===== src/rtl/cam_i2c_pkg.sv =====
// Shared types and constants for the camera I2C write arbiter.
package cam_i2c_pkg;

  typedef enum logic [1:0] {
    ST_IDLE      = 2'd0,
    ST_WAIT_LOW  = 2'd1,
    ST_WAIT_HIGH = 2'd2,
    ST_FINISH    = 2'd3
  } state_t;

  localparam int DEF_START_TO = 16;
  localparam int DEF_XFER_TO  = 256;
  localparam int ADDR_W       = 8;
  localparam int REG_W        = 16;
  localparam int DATA_W       = 8;
  localparam int MAX_REQ      = 4;
  localparam int IDX_W        = 2;

  function automatic int max_int(input int a, input int b);
    return (a > b) ? a : b;
  endfunction

endpackage


===== src/rtl/cam_i2c_rr_pick.sv =====
// Round-robin picker: first set request searching upward from last_grant+1.
module cam_i2c_rr_pick
  import cam_i2c_pkg::*;
#(
  parameter int N_REQ = 2
) (
  input  logic [N_REQ-1:0] req,
  input  logic [IDX_W-1:0] last_grant,
  output logic             valid,
  output logic [IDX_W-1:0] grant
);

  logic [MAX_REQ-1:0] req_ext;
  logic [IDX_W-1:0]   cand;

  // Walk from the lowest priority upward so the highest-priority hit is written last.
  always_comb begin
    req_ext = MAX_REQ'(req);
    valid   = 1'b0;
    grant   = '0;
    cand    = '0;
    for (int k = N_REQ; k >= 1; k--) begin
      cand  = IDX_W'((int'(last_grant) + k) % N_REQ);
      grant = req_ext[cand] ? cand : grant;
      valid = valid | req_ext[cand];
    end
  end

endmodule


===== src/rtl/cam_i2c_arbiter.sv =====
// Shares one camera I2C master among N_REQ register-write requesters,
// round-robin, with start/transfer timeouts on the master's ready line.
module cam_i2c_arbiter
  import cam_i2c_pkg::*;
#(
  parameter int N_REQ    = 2,
  parameter int START_TO = DEF_START_TO,
  parameter int XFER_TO  = DEF_XFER_TO
) (
  input  logic                      clk400,
  input  logic                      reset,
  input  logic [N_REQ-1:0]          req,
  input  logic [ADDR_W*N_REQ-1:0]   req_slave_addr,
  input  logic [REG_W*N_REQ-1:0]    req_register,
  input  logic [DATA_W*N_REQ-1:0]   req_data,
  output logic [N_REQ-1:0]          ack,
  output logic [N_REQ-1:0]          done,
  output logic [N_REQ-1:0]          err,
  output logic                      send_data,
  output logic [ADDR_W-1:0]         slave_addr,
  output logic [REG_W-1:0]          register_in,
  output logic [DATA_W-1:0]         datain,
  input  logic                      ready,
  output logic                      busy
);

  localparam int TW = $clog2(max_int(START_TO, XFER_TO));
  localparam logic [TW-1:0] START_LAST = TW'(START_TO - 1);
  localparam logic [TW-1:0] XFER_LAST  = TW'(XFER_TO - 1);

  state_t           state, state_next;
  logic [TW-1:0]    timer, timer_next, timer_inc;
  logic [IDX_W-1:0] gnt, gnt_next, last_grant, last_next, pick_idx;
  logic             pick_valid, ready_meta, ready_s, load, send_next;
  logic [N_REQ-1:0] ack_next, done_next, err_next;

  function automatic logic [N_REQ-1:0] onehot(input logic [IDX_W-1:0] i);
    return N_REQ'(1) << i;
  endfunction

  cam_i2c_rr_pick #(.N_REQ(N_REQ)) u_pick (
    .req        (req),
    .last_grant (last_grant),
    .valid      (pick_valid),
    .grant      (pick_idx)
  );

  // Next-state and pulse decode; completion pulses are registered on entry to FINISH.
  always_comb begin
    state_next = state;
    timer_next = timer;
    gnt_next   = gnt;
    last_next  = last_grant;
    ack_next   = '0;
    done_next  = '0;
    err_next   = '0;
    send_next  = 1'b0;
    load       = 1'b0;
    timer_inc  = (timer == '1) ? timer : timer + TW'(1);
    case (state)
      ST_IDLE: begin
        if (ready_s && pick_valid) begin
          load       = 1'b1;
          gnt_next   = pick_idx;
          last_next  = pick_idx;
          ack_next   = onehot(pick_idx);
          send_next  = 1'b1;
          timer_next = '0;
          state_next = ST_WAIT_LOW;
        end else begin
          state_next = ST_IDLE;
        end
      end
      ST_WAIT_LOW: begin
        if (!ready_s) begin
          timer_next = '0;
          state_next = ST_WAIT_HIGH;
        end else if (timer == START_LAST) begin
          done_next  = onehot(gnt);
          err_next   = onehot(gnt);
          state_next = ST_FINISH;
        end else begin
          timer_next = timer_inc;
        end
      end
      ST_WAIT_HIGH: begin
        if (ready_s) begin
          done_next  = onehot(gnt);
          state_next = ST_FINISH;
        end else if (timer == XFER_LAST) begin
          done_next  = onehot(gnt);
          err_next   = onehot(gnt);
          state_next = ST_FINISH;
        end else begin
          timer_next = timer_inc;
        end
      end
      ST_FINISH: state_next = ST_IDLE;
      default:   state_next = ST_IDLE;
    endcase
  end

  // State, synchronizer, registered outputs and held master fields.
  always_ff @(posedge clk400 or posedge reset) begin
    if (reset) begin
      ready_meta  <= 1'b0;
      ready_s     <= 1'b0;
      state       <= ST_IDLE;
      timer       <= '0;
      gnt         <= '0;
      last_grant  <= IDX_W'(N_REQ - 1);
      ack         <= '0;
      done        <= '0;
      err         <= '0;
      send_data   <= 1'b0;
      busy        <= 1'b0;
      slave_addr  <= '0;
      register_in <= '0;
      datain      <= '0;
    end else begin
      ready_meta <= ready;
      ready_s    <= ready_meta;
      state      <= state_next;
      timer      <= timer_next;
      gnt        <= gnt_next;
      last_grant <= last_next;
      ack        <= ack_next;
      done       <= done_next;
      err        <= err_next;
      send_data  <= send_next;
      busy       <= (state_next != ST_IDLE);
      if (load) begin
        slave_addr  <= req_slave_addr[int'(pick_idx)*ADDR_W +: ADDR_W];
        register_in <= req_register[int'(pick_idx)*REG_W +: REG_W];
        datain      <= req_data[int'(pick_idx)*DATA_W +: DATA_W];
      end else begin
        slave_addr  <= slave_addr;
        register_in <= register_in;
        datain      <= datain;
      end
    end
  end

endmodule

===== config.mk =====
export PLATFORM = sky130hd
export DESIGN_NAME = cam_i2c_arbiter
export DESIGN_NICKNAME = d
export VERILOG_FILES = /design/src/rtl/cam_i2c_pkg.sv /design/src/rtl/cam_i2c_rr_pick.sv /design/src/rtl/cam_i2c_arbiter.sv
export SDC_FILE = /design/constraint.sdc
export NUM_CORES = 1
export LEC_CHECK = 0
export ABC_AREA = 1
export BUFFER_PORTS_ARGS = -buffer_cell sky130_fd_sc_hd__buf_4
export CORE_MARGIN = 2
export CORE_UTILIZATION = 25
export CTS_CLUSTER_SIZE = 40
export DETAILED_ROUTE_END_ITERATION = 10
export GPL_TIMING_DRIVEN = 0
export SYNTH_ARGS = -nofsm -noshare
export SYNTH_HDL_FRONTEND = slang
export SYNTH_SLANG_ARGS = --single-unit

===== constraint.sdc =====
create_clock -name clk400 -period 3.15 [get_ports clk400]
set_clock_uncertainty 0.15 [all_clocks]
set_input_delay 0.63 -clock clk400 [delete_from_list [all_inputs] [get_ports clk400]]
set_output_delay 0.63 -clock clk400 [all_outputs]
set_load 0.03 [all_outputs]

# Word level (Yosys, flattened, before mapping)
# Cells that the tools add are included.
[totals] ff_bits=55 inputBits=69 output_inout_bits=40 elab_cells=72
[op_classes] add_sub_neg=3 order_cmp=2 eq_ne=9 n_shift=5 muxes=30 bitwise_logic=3 n_reduce_logical=6
[ops] cell="two-way mux 8 bit" count=6
[ops] cell="variable part select 16 x 6 -> 8 bit" count=2
[ops] cell="variable part select 32 x 7 -> 16 bit" count=1
[ops] cell="two-way mux 2 bit" count=13
[ops] cell="case mux 8 bit (3 select lines)" count=1
[ops] cell="adder 8 x 1 -> 8 bit, second input constant" count=1
[ops] cell="== test 8 x 4 -> 1 bit, second input constant" count=1
[ops] cell="== test 8 bit, second input constant" count=1
[ops] cell="case mux 2 bit (2 select lines)" count=2
[ops] cell="case mux 2 bit (4 select lines)" count=1
[ops] cell="< comparator 2 x 3 -> 1 bit, second input constant" count=2
[ops] cell="!= test 2 bit, second input constant" count=3
[ops] cell="two-way mux 1 bit" count=5
[ops] cell="AND reduction 5 bit" count=1
[ops] cell="binary-select mux 1 bit (select 2 bit)" count=2
[ops] cell="== test 2 bit, second input constant" count=2
[ops] cell="<< shifter 1 x 2 -> 2 bit, first input constant" count=2
[ops] cell="!= test 3 bit, second input constant" count=1
[ops] cell="nonzero test 3 bit" count=1
[ops] cell="adder 1 bit, second input constant" count=2
[ops] cell="bitwise AND 1 bit, first input constant" count=2
[ops] cell="== test 2 x 1 -> 1 bit, second input constant" count=1
[ops] cell="logical NOT 2 bit" count=1
[ops] cell="AND reduction 2 bit" count=1
[ops] cell="3 further kinds" count=3

# Longest topological paths before layout
# Gate-level depths: netlist of run 1.
[logic_depth] depth_word=9 mapped_depth=10 depth_no_buf=10

# Hierarchy
# Synthesis of run 1 repeated with hierarchy kept, for this count alone.
[hier_totals] cells_unflattened=347 area_unflattened_um2=2683.8
[by_module_without_submodules] module="cam_i2c_arbiter" instances=1 cells_per_inst=342 area_per_inst_um2=2657.5 seq_area_each_um2=1377.6
[by_module_without_submodules] module="cam_i2c_rr_pick" instances=1 cells_per_inst=5 area_per_inst_um2=26.3 seq_area_each_um2=0.0

# Least setup slack after synthesis of run 1
# OpenSTA, ideal clock, no wires.
[synth_timing] path_kind="register to register" from="reg state[1]" to="reg timer[4]" setup_ns=0.117 t_arrival_ns=1.387 required_ns=2.883 setup_slack_ns=1.496 path_stages_with_launch=10 n_path_buf=0 synth_period_minus_slack_ns=1.654 cell_sequence="dfrtp_1 inv_1 ha_1 inv_1 o22ai_2 nand3_1 nor2_1 nand2_1 nand2_1 nand2_1"
[synth_via] elab_chain_len=3 word_cells_on_any_way=10 cone_classes="eq/ne (6); mux (1); reduce/logical (3)"
[synth_rtl] element="start: declaration" line_no="cam_i2c_arbiter.sv:31" rtl="state_t state, state_next;"
[synth_rtl] element="start signal: assignment" line_no="cam_i2c_arbiter.sv:123" rtl="state <= state_next;"
[synth_rtl] element="== test 2 x 1 -> 1 bit (tied with other cells)" line_no="cam_i2c_arbiter.sv:60" rtl="case (state)"
[synth_rtl] element="!= test 3 bit (no line) (tied with other cells)"
[synth_rtl] element="AND reduction 5 bit (no line)"
[synth_rtl] element="end signal: assignment" line_no="cam_i2c_arbiter.sv:124" rtl="timer <= timer_next;"
[synth_rtl] element="end: declaration" line_no="cam_i2c_arbiter.sv:32" rtl="logic [TW-1:0] timer, timer_next, timer_inc;"
# Parallel ways exist; a longest one is shown, timed or not.
# A chain may end at the register's enable or synchronous reset.

# Final worst setup path of run 1
[layout_timing] from="reg state[0]" to="reg register_in[7]"
[layout_via] elab_chain_len=2
[layout_rtl] element="logical NOT 2 bit" line_no="cam_i2c_arbiter.sv:60"
[layout_rtl] element="two-way mux 1 bit" line_no="cam_i2c_arbiter.sv:60"
[layout_rtl] element="net load" line_no="cam_i2c_arbiter.sv:34" rtl="logic pick_valid, ready_meta, ready_s, load, send_next;"
[layout_rtl] element="end signal: assignment" line_no="cam_i2c_arbiter.sv:134" rtl="register_in <= req_register[int'(pick_idx)*REG_W +: REG_W];"
[layout_rtl] element="end signal: assignment" line_no="cam_i2c_arbiter.sv:138" rtl="register_in <= register_in;"
[layout_rtl] element="end: declaration" line_no="cam_i2c_arbiter.sv:21" rtl="output logic [REG_W-1:0] register_in,"
# The timed path passes the listed nets, and every way through them passes these cells.

==> results of run 1 <==
## worst min path at each step
stage	start	endpoint	slack [ns]
after global routing	reset	register_in[8]$_DFFE_PP0P_	0.21
after CTS	reset	datain[7]$_DFFE_PP0P_	0.18
after global placement	ready_meta$_DFF_PP0_	ready_s$_DFF_PP0_	0.19
after detailed placement	ready_meta$_DFF_PP0_	ready_s$_DFF_PP0_	0.19
final	reset	datain[7]$_DFFE_PP0P_	0.17
after floorplan	ready_meta$_DFF_PP0_	ready_s$_DFF_PP0_	0.18
## cell type report
type,instances,area (µm²)
inverters,23,86.3
repair buffers,109,831
well taps,136,170
clock buffers,7,86.3
flip-flops and latches,54,1350
clock inverters,1,30.0
multi-input cells,228,1070
fillers,1049,6450
plain buffers,10,61.3
## cells by family (layout without fill, tap and decap cells)
family	after synthesis	in the layout	share of synthesized area, %
AOI/OAI and AO/OA	13	13	2.97
and+or+nand+nor	209	209	36.0
buffers and inverters	33	150	5.74
adders and majority gates	4	4	1.95
DFF	54	54	52.6
xor gates and xnor gates	2	2	0.682
## worst max-delay path, delay by kind of cell (launching register included)
family / cells / cell delay [ns]
AND/OR/NAND/NOR: 4 / 0.52
adder cells (fa/ha/maj): 1 / 0.21
buffers and inverters: 3 / 0.47
flip-flops: 1 / 0.40
## metrics by stage
| step | util, % | hold slack [ns] | instance area (µm²) |
|---|---|---|---|
| finish | 36.4 | 0.173 | 3690 |
| global route | 36.4 | 0.208 | 3690 |
| CTS | 36.4 | 0.177 | 3690 |
| detailed placement | 35.2 | 0.186 | 3570 |
| global placement | 35.0 | 0.185 | 3550 |
| floorplan | - | 0.181 | 2570 |
## cells in the mapped netlist (all sizes together)
cell    count  share of area, %
a21oi       8               1.7
buf         8               2.1
clkbuf      2              0.29
dfrtp      53                52
dfstp       1               1.0
ha          4               1.9
inv        23               3.4
nand2     141                22
nand3      44               9.1
nand4       5               1.8
nor2       18               3.4
nor3        1              0.19
o21ai       4              0.78
o22ai       1              0.49
xnor2       1              0.34
xor2        1              0.34
## sequential cells by signal, indices dropped and copies added (netlist names), 2 cells and up
signal and flops:
slave_addr 8, datain 8, state 2, done 2, register_in 16, ack 2
err 2, timer 8
## power by group
group	switching [mW]	internal (mW)	leakage, nW
Sequential	0.109	0.866	0.681
Clock	0.225	0.260	0.0585
Combinational	0.593	0.374	1.22
## routing by layer
layer	wire length, µm	vias to the layer above
met5	0	-
met4	70	0
met3	546	6
met2	3220	78
met1	2900	1103
li1	-	1216
==> key figures, run 1 <==
GRT
  • First-pass GRT wire length: 11300 µm
  • Met3 track demand over resource: 4.14%
  • GRT busiest layer: met2
  • Vias in the first global route: ~2400
  • GRT met1 Usage: between 10% and 20%
  • Largest net degree at the start of global routing: 36
  • GR Overflow Total: 0
  • Initial antenna violation count: 0
  • Met2 Track Usage GR: 20.9%
  • Total GRT Usage: about 13%

CTS
  • Num Clock Sinks: 54
  • TritonCTS clock tree: done
  • TritonCTS Buffers: 5
  • CTS HTree Levels: 2
  • Post-CTS Hold Buffers: 0
  • Clk slew on worst S/H paths: ~0.11 ns
  • Postcts setup bufs: 0
  • Clock Latency Late Sink: a little under 0.3 ns
  • Root Buffer: clkbuf_8
  • Clock tree buffer depth: 2
  • Post_cts resized: 0

Critical path
  • CP max stage cell: dfrtp_1
  • RR Startpoint: state[0]$_DFF_PP0_
  • CP Launch Point: state[0]$_DFF_PP0_
  • R2R depth: 8
  • Crit. End Element: register
  • Startpoint types: register
  • CP dominant cell by count: nand2_1
  • Crit path to: register_in[7]$_DFFE_PP0P_
  • CP max stage delay: 0.40 ns
  • RR Endpoint: register_in[7]$_DFFE_PP0P_
  • Worst EP arrival: 1.90 ns
  • Critical path cell sequence: inv_1, ha_1, nand2_1, nor2_2, inv_2, clkbuf_1, nand2_1, nand3_1
  • Critical setup path kind: register to register
  • Crit path max fanout: 10
  • Worst Path Required: around 3.2 ns
  • Flop-to-flop setup slack: around 1.3 ns

Power and ir drop
  • Leak Pwr: a little under 2 nW
  • Total Power Consumption: ~2.4 mW
  • Worst vdd ir: between 300 and 400 µV
  • Power Density: ~660 nW/µm²

Synth
  • YS warnings: 0
  • Post-Syn Nets: ~390
  • Post-Syn Area: between 2000 and 3000 µm²
  • Flops & latches, synth: 54
  • Sequential area share after synthesis: roughly 53%
  • Synthesized instance count: approximately 320
  • Avg Inst Size Synth: about 8 µm²
  • Distinct cells, synth: 26

Cells and area
  • Most frequent cells in the layout: nand2_1, buf_4, dfrtp_1, nand3_1, inv_1
  • Area Overhead vs Synth: 43.5%
  • Diode count: 0
  • Non-Filler Instances: roughly 570
  • Final nets: slightly above 500
  • Layout cells sized above 1: about a third
  • Commonest non-fill, non-tap cell in the layout: nand2_1

Floorplan
  • Core area: 10100 µm²
  • Die area: between 10000 and 15000 µm²
  • Starting Density: about a quarter
  • I/O pins: between 100 and 150
  • Std cell rows: 37
  • Die height: between 100 and 150 µm
  • Die Wd: between 100 and 150 µm

Drt
  • Final WL: between 6000 and 7000 µm
  • WL per Instance: around 12 µm
  • Via/cell ratio: between 4 and 5
  • DR iter-0 viols: 68
  • Post-route ant nets: 0
  • Vias: roughly 2400
  • DR pass1 iterations: 5
  • Post-route DRC violation count: 0

Placement
  • Post-DP HPWL: 5330 µm
  • # placed instances: 560
  • Pre-CTS setup slack: 1.10 ns
  • GPL Wtd Cong: around 0.86
  • I/O Buffers: 108

STA
  • Post-route setup slack: between 1 and 1.5 ns
  • Fmax: roughly 540 MHz
  • RSZ-0062 raised after global routing: false
  • Worst slew pin tran: around 0.5 ns
  • Final hold vios: 0
  • Final setup viols: 0
  • Count of pins over their slew limit: 0
  • Slew margin rel.: around 67%
  • Post-layout minimum cycle time: approximately 1.9 ns
  • Fin crit share: roughly 59%
  • Setup TNS: 0 ns

Min path
  • Worst hold path class: primary input to asynchronous set/reset pin

Outcome
  • Status: completed

Flow run
  • Max-cap violations: 0
Note: power is estimated with default switching activity, not from simulation.
==> run 2, diff against run 1 <==
Clock period 3.15 ns to 1.6 ns, I/O delays scaled along.
==> run 2 against run 1 <==
  * The run now ends with setup timing left
  * Highest routed layer unchanged
  * Critical path type unchanged
  * Register-to-register slack got worse by 1.4 ns
  * Combinational power rose to 2.6 times the previous value
  * Maximum frequency rose by 8.7%
  * Sequential power rose by 110%
==> key figures, run 2 (synthesis gave the netlist of run 1 again) <==
Power and ir drop
  • Power Density: 1200 nW/µm² (+82%)
  • Total Power Consumption: 5.42 mW (+120%)
  • Worst vdd ir: 628 µV (+110%)
  • Leak Pwr: 2.37 nW (+21%)

GRT
  • Largest net degree at the start of global routing: 55 (+53%)
  • Total GRT Usage: 13.1% (+0.38 points)
  • Initial antenna violation count: 0 (unchanged)
  • Vias in the first global route: 2440 (+2.9%)
  • GR Overflow Total: 0 (unchanged)
  • First-pass GRT wire length: 11700 µm (+3.3%)

Critical path
  • Critical path cell sequence: inv_2, ha_4, nand2_4, nor2_4, clkinv_4, clkbuf_16, nand2_2, nand3_2
  • Crit path to: register_in[12]$_DFFE_PP0P_
  • CP delay by family, top: buffers and inverters
  • RR Startpoint: state[0]$_DFF_PP0_
  • Crit path buf inv count: 3 (unchanged)
  • Crit. End Element: register
  • RR Endpoint: register_in[12]$_DFFE_PP0P_
  • CP max stage cell: dfrtp_1
  • Worst EP arrival: 1.79 ns (-0.11 ns)
  • Crit path max fanout: 8 (-2)
  • Startpoint types: register
  • R2R depth: 8 (unchanged)
  • Critical Path Stages: 8 (unchanged)
  • Critical setup path kind: register to register
  • CP Launch Point: state[0]$_DFF_PP0_
  • CP max stage delay: 0.42 ns (+0.02 ns)
  • Flop-to-flop setup slack: -0.11 ns (-1.40 ns)
  • Worst Path Required: 1.68 ns (-1.51 ns)

CTS
  • Clock Latency Late Sink: 0.32 ns (+0.03 ns)
  • CTS HTree Levels: 2 (unchanged)
  • Clock tree buffer depth: 2 (unchanged)
  • TritonCTS clock tree: done
  • Root Buffer: clkbuf_8
  • Clk slew on worst S/H paths: 0.12 ns (about the same)
  • TritonCTS Buffers: 5 (unchanged)
  • Num Clock Sinks: 54 (unchanged)

Cells and area
  • Final nets: 527 (+4.6%)
  • Layout cells sized above 1: 57.1% (+25 points)
  • Finished layout cell area: 4520 µm² (+23%)
  • Diode count: 0 (unchanged)
  • Reg with most FFs: register_in
  • Area Overhead vs Synth: 75.9%
  • Max reg flops: 16 (unchanged)
  • Most frequent cells in the layout: buf_4, nand2_1, dfrtp_1, nand3_2, nand2_4
  • Non-Filler Instances: 591 (+4.0%)
  • Commonest non-fill, non-tap cell in the layout: buf_4

Placement
  • GPL Wtd Cong: 0.766 (-11%)
  • I/O Buffers: 108 (unchanged)
  • # placed instances: 559 (-0.18%)
  • Post-DP Area: 3580 µm² (+0.18%)
  • Post-DP HPWL: 5170 µm (-2.9%)

Floorplan
  • I/O pins: 109 (unchanged)
  • Core area: 10100 µm² (unchanged)
  • Die height: 105 µm (unchanged)
  • Std cell rows: 37 (unchanged)
  • Die area: 11100 µm² (unchanged)
  • Die Wd: 105 µm (unchanged)
  • Starting Density: 25.3% (unchanged)

Outcome
  • Violated checks: setup timing
  • Status: finished with violations

Drt
  • DR iter-0 viols: 62 (-8.8%)
  • Post-route ant nets: 0 (unchanged)
  • Post-route DRC violation count: 0 (unchanged)
  • WL per Instance: 14.1 µm (+19%)
  • Final WL: 8360 µm (+24%)
  • DR pass1 iterations: 4 (-1)
  • Vias: 2654 (+10%)
  • Via/cell ratio: 4.49 (+6.1%)

STA
  • Final setup viols: 44 (+44)
  • Fin crit share: 107% (+48 points)
  • Slew margin rel.: 60.3% (-6.4 points)
  • Fmax: 585 MHz (+8.7%)
  • Worst slew pin tran: 0.595 ns (+0.0955 ns)
  • Post-route setup slack: -0.110 ns (-1.40 ns)
  • Final hold vios: 0 (unchanged)
  • RSZ-0062 raised after global routing: true
  • Post-layout minimum cycle time: 1.71 ns (-0.150 ns)
  • Setup TNS: -3.22 ns (-3.22 ns)
  • Count of pins over their slew limit: 0 (unchanged)

Flow run
  • Max-cap violations: 0 (unchanged)

Min path
  • Worst hold path class: primary input to register
  • Hold Crit Start: req_register[7]
run 2: cell types whose count changed in the layout (fill, tap and decap cells not counted), sizes merged:
cell         previous run  this run
inv                    23        21
clkbuf                  9        10
dlygate4sd3             0         2
clkinv                  0         4
buf                   117       135
clkinvlp                0         1
bufinv                  1         0
run 2: layout make-up:
type	count	area [µm²]
plain buffers	10	136
fillers	1004	5620
repair buffers	132	1110
multi-input cells	228	1540
clock inverters	3	26.3
flip-flops and latches	54	1350
clock buffers	5	68.8
well taps	136	170
inverters	23	113
run 2: stage by stage:
stage	setup WS [ns]	hold WS [ns]	util (%)
CTS	-0.116	0.0318	38.3
detailed placement	-0.291	0.190	35.3
floorplan	0.00311	0.181	-
finish	-0.110	0.0420	44.6
global route	-0.201	0.0374	44.6
global placement	-0.274	0.188	35.3
run 2: repair_timing:
action,4_1_cts,5_1_grt
resized for setup,35,124
endpoints found under the setup margin,50,47
gates cloned,2,5
hold buffers,1,1
hold endpoints to repair,1,24
buffers inserted,9,5
pin swaps,6,38
run 2: worst min path at each step:
stage | to | depth (start not counted)
6_report | register_in[7]$_DFFE_PP0P_ | 3
2_1_floorplan | ready_s$_DFF_PP0_ | 0
4_1_cts | datain[2]$_DFFE_PP0P_ | 3
3_3_place_gp | ready_s$_DFF_PP0_ | 0
5_1_grt | register_in[12]$_DFFE_PP0P_ | 3
3_5_place_dp | ready_s$_DFF_PP0_ | 0
run 2: tightest hold or removal path, stage by stage:
cell and delay, ns:
buf_4 0.08, nand2_2 0.04, nand3_2 0.04
run 2: routing by layer:
metal	up-vias	part of all wire (%)	global-route usage (%)
met5	-	0	0
met4	0	0.75	3.52
met3	6	4.4	2.78
met2	73	55	23.1
met1	1298	40	16.1
li1	1277	-	-
run 2: power breakdown:
| group | total (mW) | internal, mW | switching [mW] |
|---|---|---|---|
| logic | 2.55 | 1.12 | 1.43 |
| clock network | 0.846 | 0.324 | 0.522 |
| registers | 2.03 | 1.71 | 0.322 |
| total | 5.42 | 3.15 | 2.27 |
==> run 3, diff against run 2 <==
Settings changed: BUFFER_PORTS_ARGS -buffer_cell sky130_fd_sc_hd__buf_4 to unset, CTS_CLUSTER_SIZE 40 to 14, DONT_BUFFER_PORTS set to 1.
==> run 3 against run 2 <==
  * The run still ends with setup timing left
  * First-iteration DRC count up 73%
  * Hold slack better by 0.10 ns
  * Maximum frequency up 0.72%
  * Wire length up 11%
  * Combinational power down 39%
  * Sequential share of layout area up 0.68 points
  * Critical path type unchanged
  * Critical endpoint is now register_in[14]$_DFFE_PP0P_
  * Largest cell class unchanged
  * Highest routed layer unchanged
==> key figures, run 3 (synthesis gave the netlist of run 1 again) <==
CTS
  • TritonCTS clock tree: done
  • Clock Latency Late Sink: 0.31 ns (about the same)
  • TritonCTS Buffers: 5 (unchanged)
  • Root Buffer: clkbuf_8
  • Clk slew on worst S/H paths: 0.11 ns (about the same)
  • CTS HTree Levels: 2 (unchanged)
  • Clock tree buffer depth: 2 (unchanged)
  • Num Clock Sinks: 54 (unchanged)

Critical path
  • Startpoint types: register
  • Crit. End Element: register
  • RR Startpoint: state[0]$_DFF_PP0_
  • CP Launch Point: state[0]$_DFF_PP0_
  • CP max stage delay: 0.42 ns (about the same)
  • Crit path max fanout: 7 (-1)
  • Worst EP arrival: 1.75 ns (-0.04 ns)
  • Critical path cell sequence: inv_2, ha_4, nand2_4, nor2_4, buf_6, clkinv_8, clkbuf_16, nand2_2, nand3_2
  • CP max stage cell: dfrtp_1
  • Critical setup path kind: register to register
  • Worst Path Required: 1.66 ns (-0.02 ns)

Placement
  • Post-DP HPWL: 4670 µm (-9.8%)
  • I/O Buffers: 0 (-100%)
  • GPL Wtd Cong: 0.806 (+5.3%)

Floorplan
  • Starting Density: 25.3% (unchanged)
  • Die height: 105 µm (unchanged)
  • I/O pins: 109 (unchanged)
  • Die Wd: 105 µm (unchanged)
  • Std cell rows: 37 (unchanged)
  • Core area: 10100 µm² (unchanged)
  • Die area: 11100 µm² (unchanged)

Cells and area
  • Final nets: 494 (-6.3%)
  • Register area: 1350 µm² (unchanged)
  • Commonest non-fill, non-tap cell in the layout: nand2_1
  • Diode count: 0 (unchanged)
  • Area Overhead vs Synth: 72.1%
  • Multi-input logic area: 1440 µm² (-6.3%)
  • Layout Utilization: 43.6% (-0.99 points)
  • # fillers: 925 (-7.9%)
  • Max reg flops: 16 (unchanged)
  • Reg with most FFs: register_in
  • Most frequent cells in the layout: nand2_1, dlygate4sd3_1, dfrtp_1, nand2_2, nand3_2
  • Layout cells sized above 1: 35.5% (-22 points)

STA
  • Slew margin rel.: 72.5% (+12 points)
  • Fmax: 589 MHz (+0.72%)
  • Post-route setup slack: -0.0983 ns (+0.0122 ns)
  • Fin crit share: 106% (-0.76 points)
  • Setup TNS: -2.79 ns (+0.429 ns)
  • Count of pins over their slew limit: 0 (unchanged)
  • Post-layout minimum cycle time: 1.70 ns (-0.0122 ns)
  • Worst slew pin tran: 0.412 ns (-0.182 ns)
  • Final setup viols: 41 (-6.8%)
  • Final hold vios: 0 (unchanged)
  • RSZ-0062 raised after global routing: true

GRT
  • GR Overflow Total: 0 (unchanged)
  • Total GRT Usage: 14.9% (+1.8 points)
  • Largest net degree at the start of global routing: 55 (unchanged)
  • Initial antenna violation count: 0 (unchanged)
  • Vias in the first global route: 2593 (+6.3%)
  • First-pass GRT wire length: 12900 µm (+10%)

Drt
  • Final WL: 9280 µm (+11%)
  • DR iter-0 viols: 107 (+73%)
  • Post-route ant nets: 0 (unchanged)
  • DR pass1 iterations: 5 (+1)
  • Via/cell ratio: 4.62 (+2.8%)
  • Post-route DRC violation count: 0 (unchanged)
  • Vias: 2576 (-2.9%)
  • WL per Instance: 16.6 µm (+18%)

Power and ir drop
  • Total Power Consumption: 4.99 mW (-8.0%)
  • Power Density: 1130 nW/µm² (-5.9%)
  • Leak Pwr: 2.15 nW (-9.4%)
  • Worst vdd ir: 489 µV (-22%)

Min path
  • Worst hold path class: primary input to register
  • Hold Crit Start: req[0]

Outcome
  • Violated checks: setup timing
  • Status: finished with violations

Flow run
  • Max-cap violations: 0 (unchanged)
[run 3: per-stage QoR]
| stage | std cells | hold slack (ns) | cell area, µm² | setup WS [ns] |
|---|---|---|---|---|
| final | 558 | 0.142 | 4420 | -0.0983 |
| after global routing | 558 | 0.138 | 4420 | -0.195 |
| after CTS | 539 | 0.0389 | 3810 | -0.0968 |
| after detailed placement | 451 | 0.190 | 2770 | -0.375 |
| after global placement | 451 | 0.186 | 2770 | -0.309 |
| after floorplan | 315 | 0.181 | 2600 | 0.00311 |
[run 3: layer usage]
metal  wire length, µm  track usage [%]  share of wire [%]
met1              3440             16.6                 37
met4               231             5.62                2.5
met2              5180             27.3                 56
met3               428             3.40                4.6
met5                 0                0                  0
[run 3: power breakdown]
part           leakage [nW]  internal [mW]  switching [mW]  total (mW)
clock network        0.0495          0.327           0.504       0.831
registers             0.681           1.70           0.907        2.60
logic                  1.42          0.803           0.757        1.56
total                  2.15           2.83            2.17        4.99
[run 3: path summary, 6_finish.rpt]
check                                                    to  slack, ns  cells past startpoint
max in group asynchronous         last_grant[0]$_DFFE_PP1P_       0.42                      3
worst min-delay path              last_grant[0]$_DFFE_PP1P_       0.14                      3
worst min register to register            ready_s$_DFF_PP0_       0.21                      0
worst max-delay path            register_in[14]$_DFFE_PP0P_       -0.1                      9
min in group asynchronous                  err[1]$_DFF_PP0_       0.31                      2
worst max register to register  register_in[14]$_DFFE_PP0P_       -0.1                      9
[run 3: worst max-delay path, delay by kind of cell (launching register included)]
family / cells / cell delay, ns
fa+ha+maj: 1 / 0.17
buf+inv: 4 / 0.50
flops: 1 / 0.42
simple gates: 4 / 0.35
[run 3: repair_timing]
action / 4_1_cts / 5_1_grt
hold buffers: 66 / 1
endpoints found under the setup margin: 45 / 48
buffers inserted: 11 / 12
resized for setup: 41 / 108
cloned: 3 / 5
hold endpoints to repair: 34 / 14
pin swaps: 7 / 23
[run 3: final cells by class]
type,instances,area share [%]
plain buffers,10,3.68
clock buffers,5,1.56
clock inverters,3,0.594
inverters,23,2.89
multi-input cells,228,32.6
flip-flops and latches,54,30.6
well taps,136,3.85
repair buffers,99,24.2
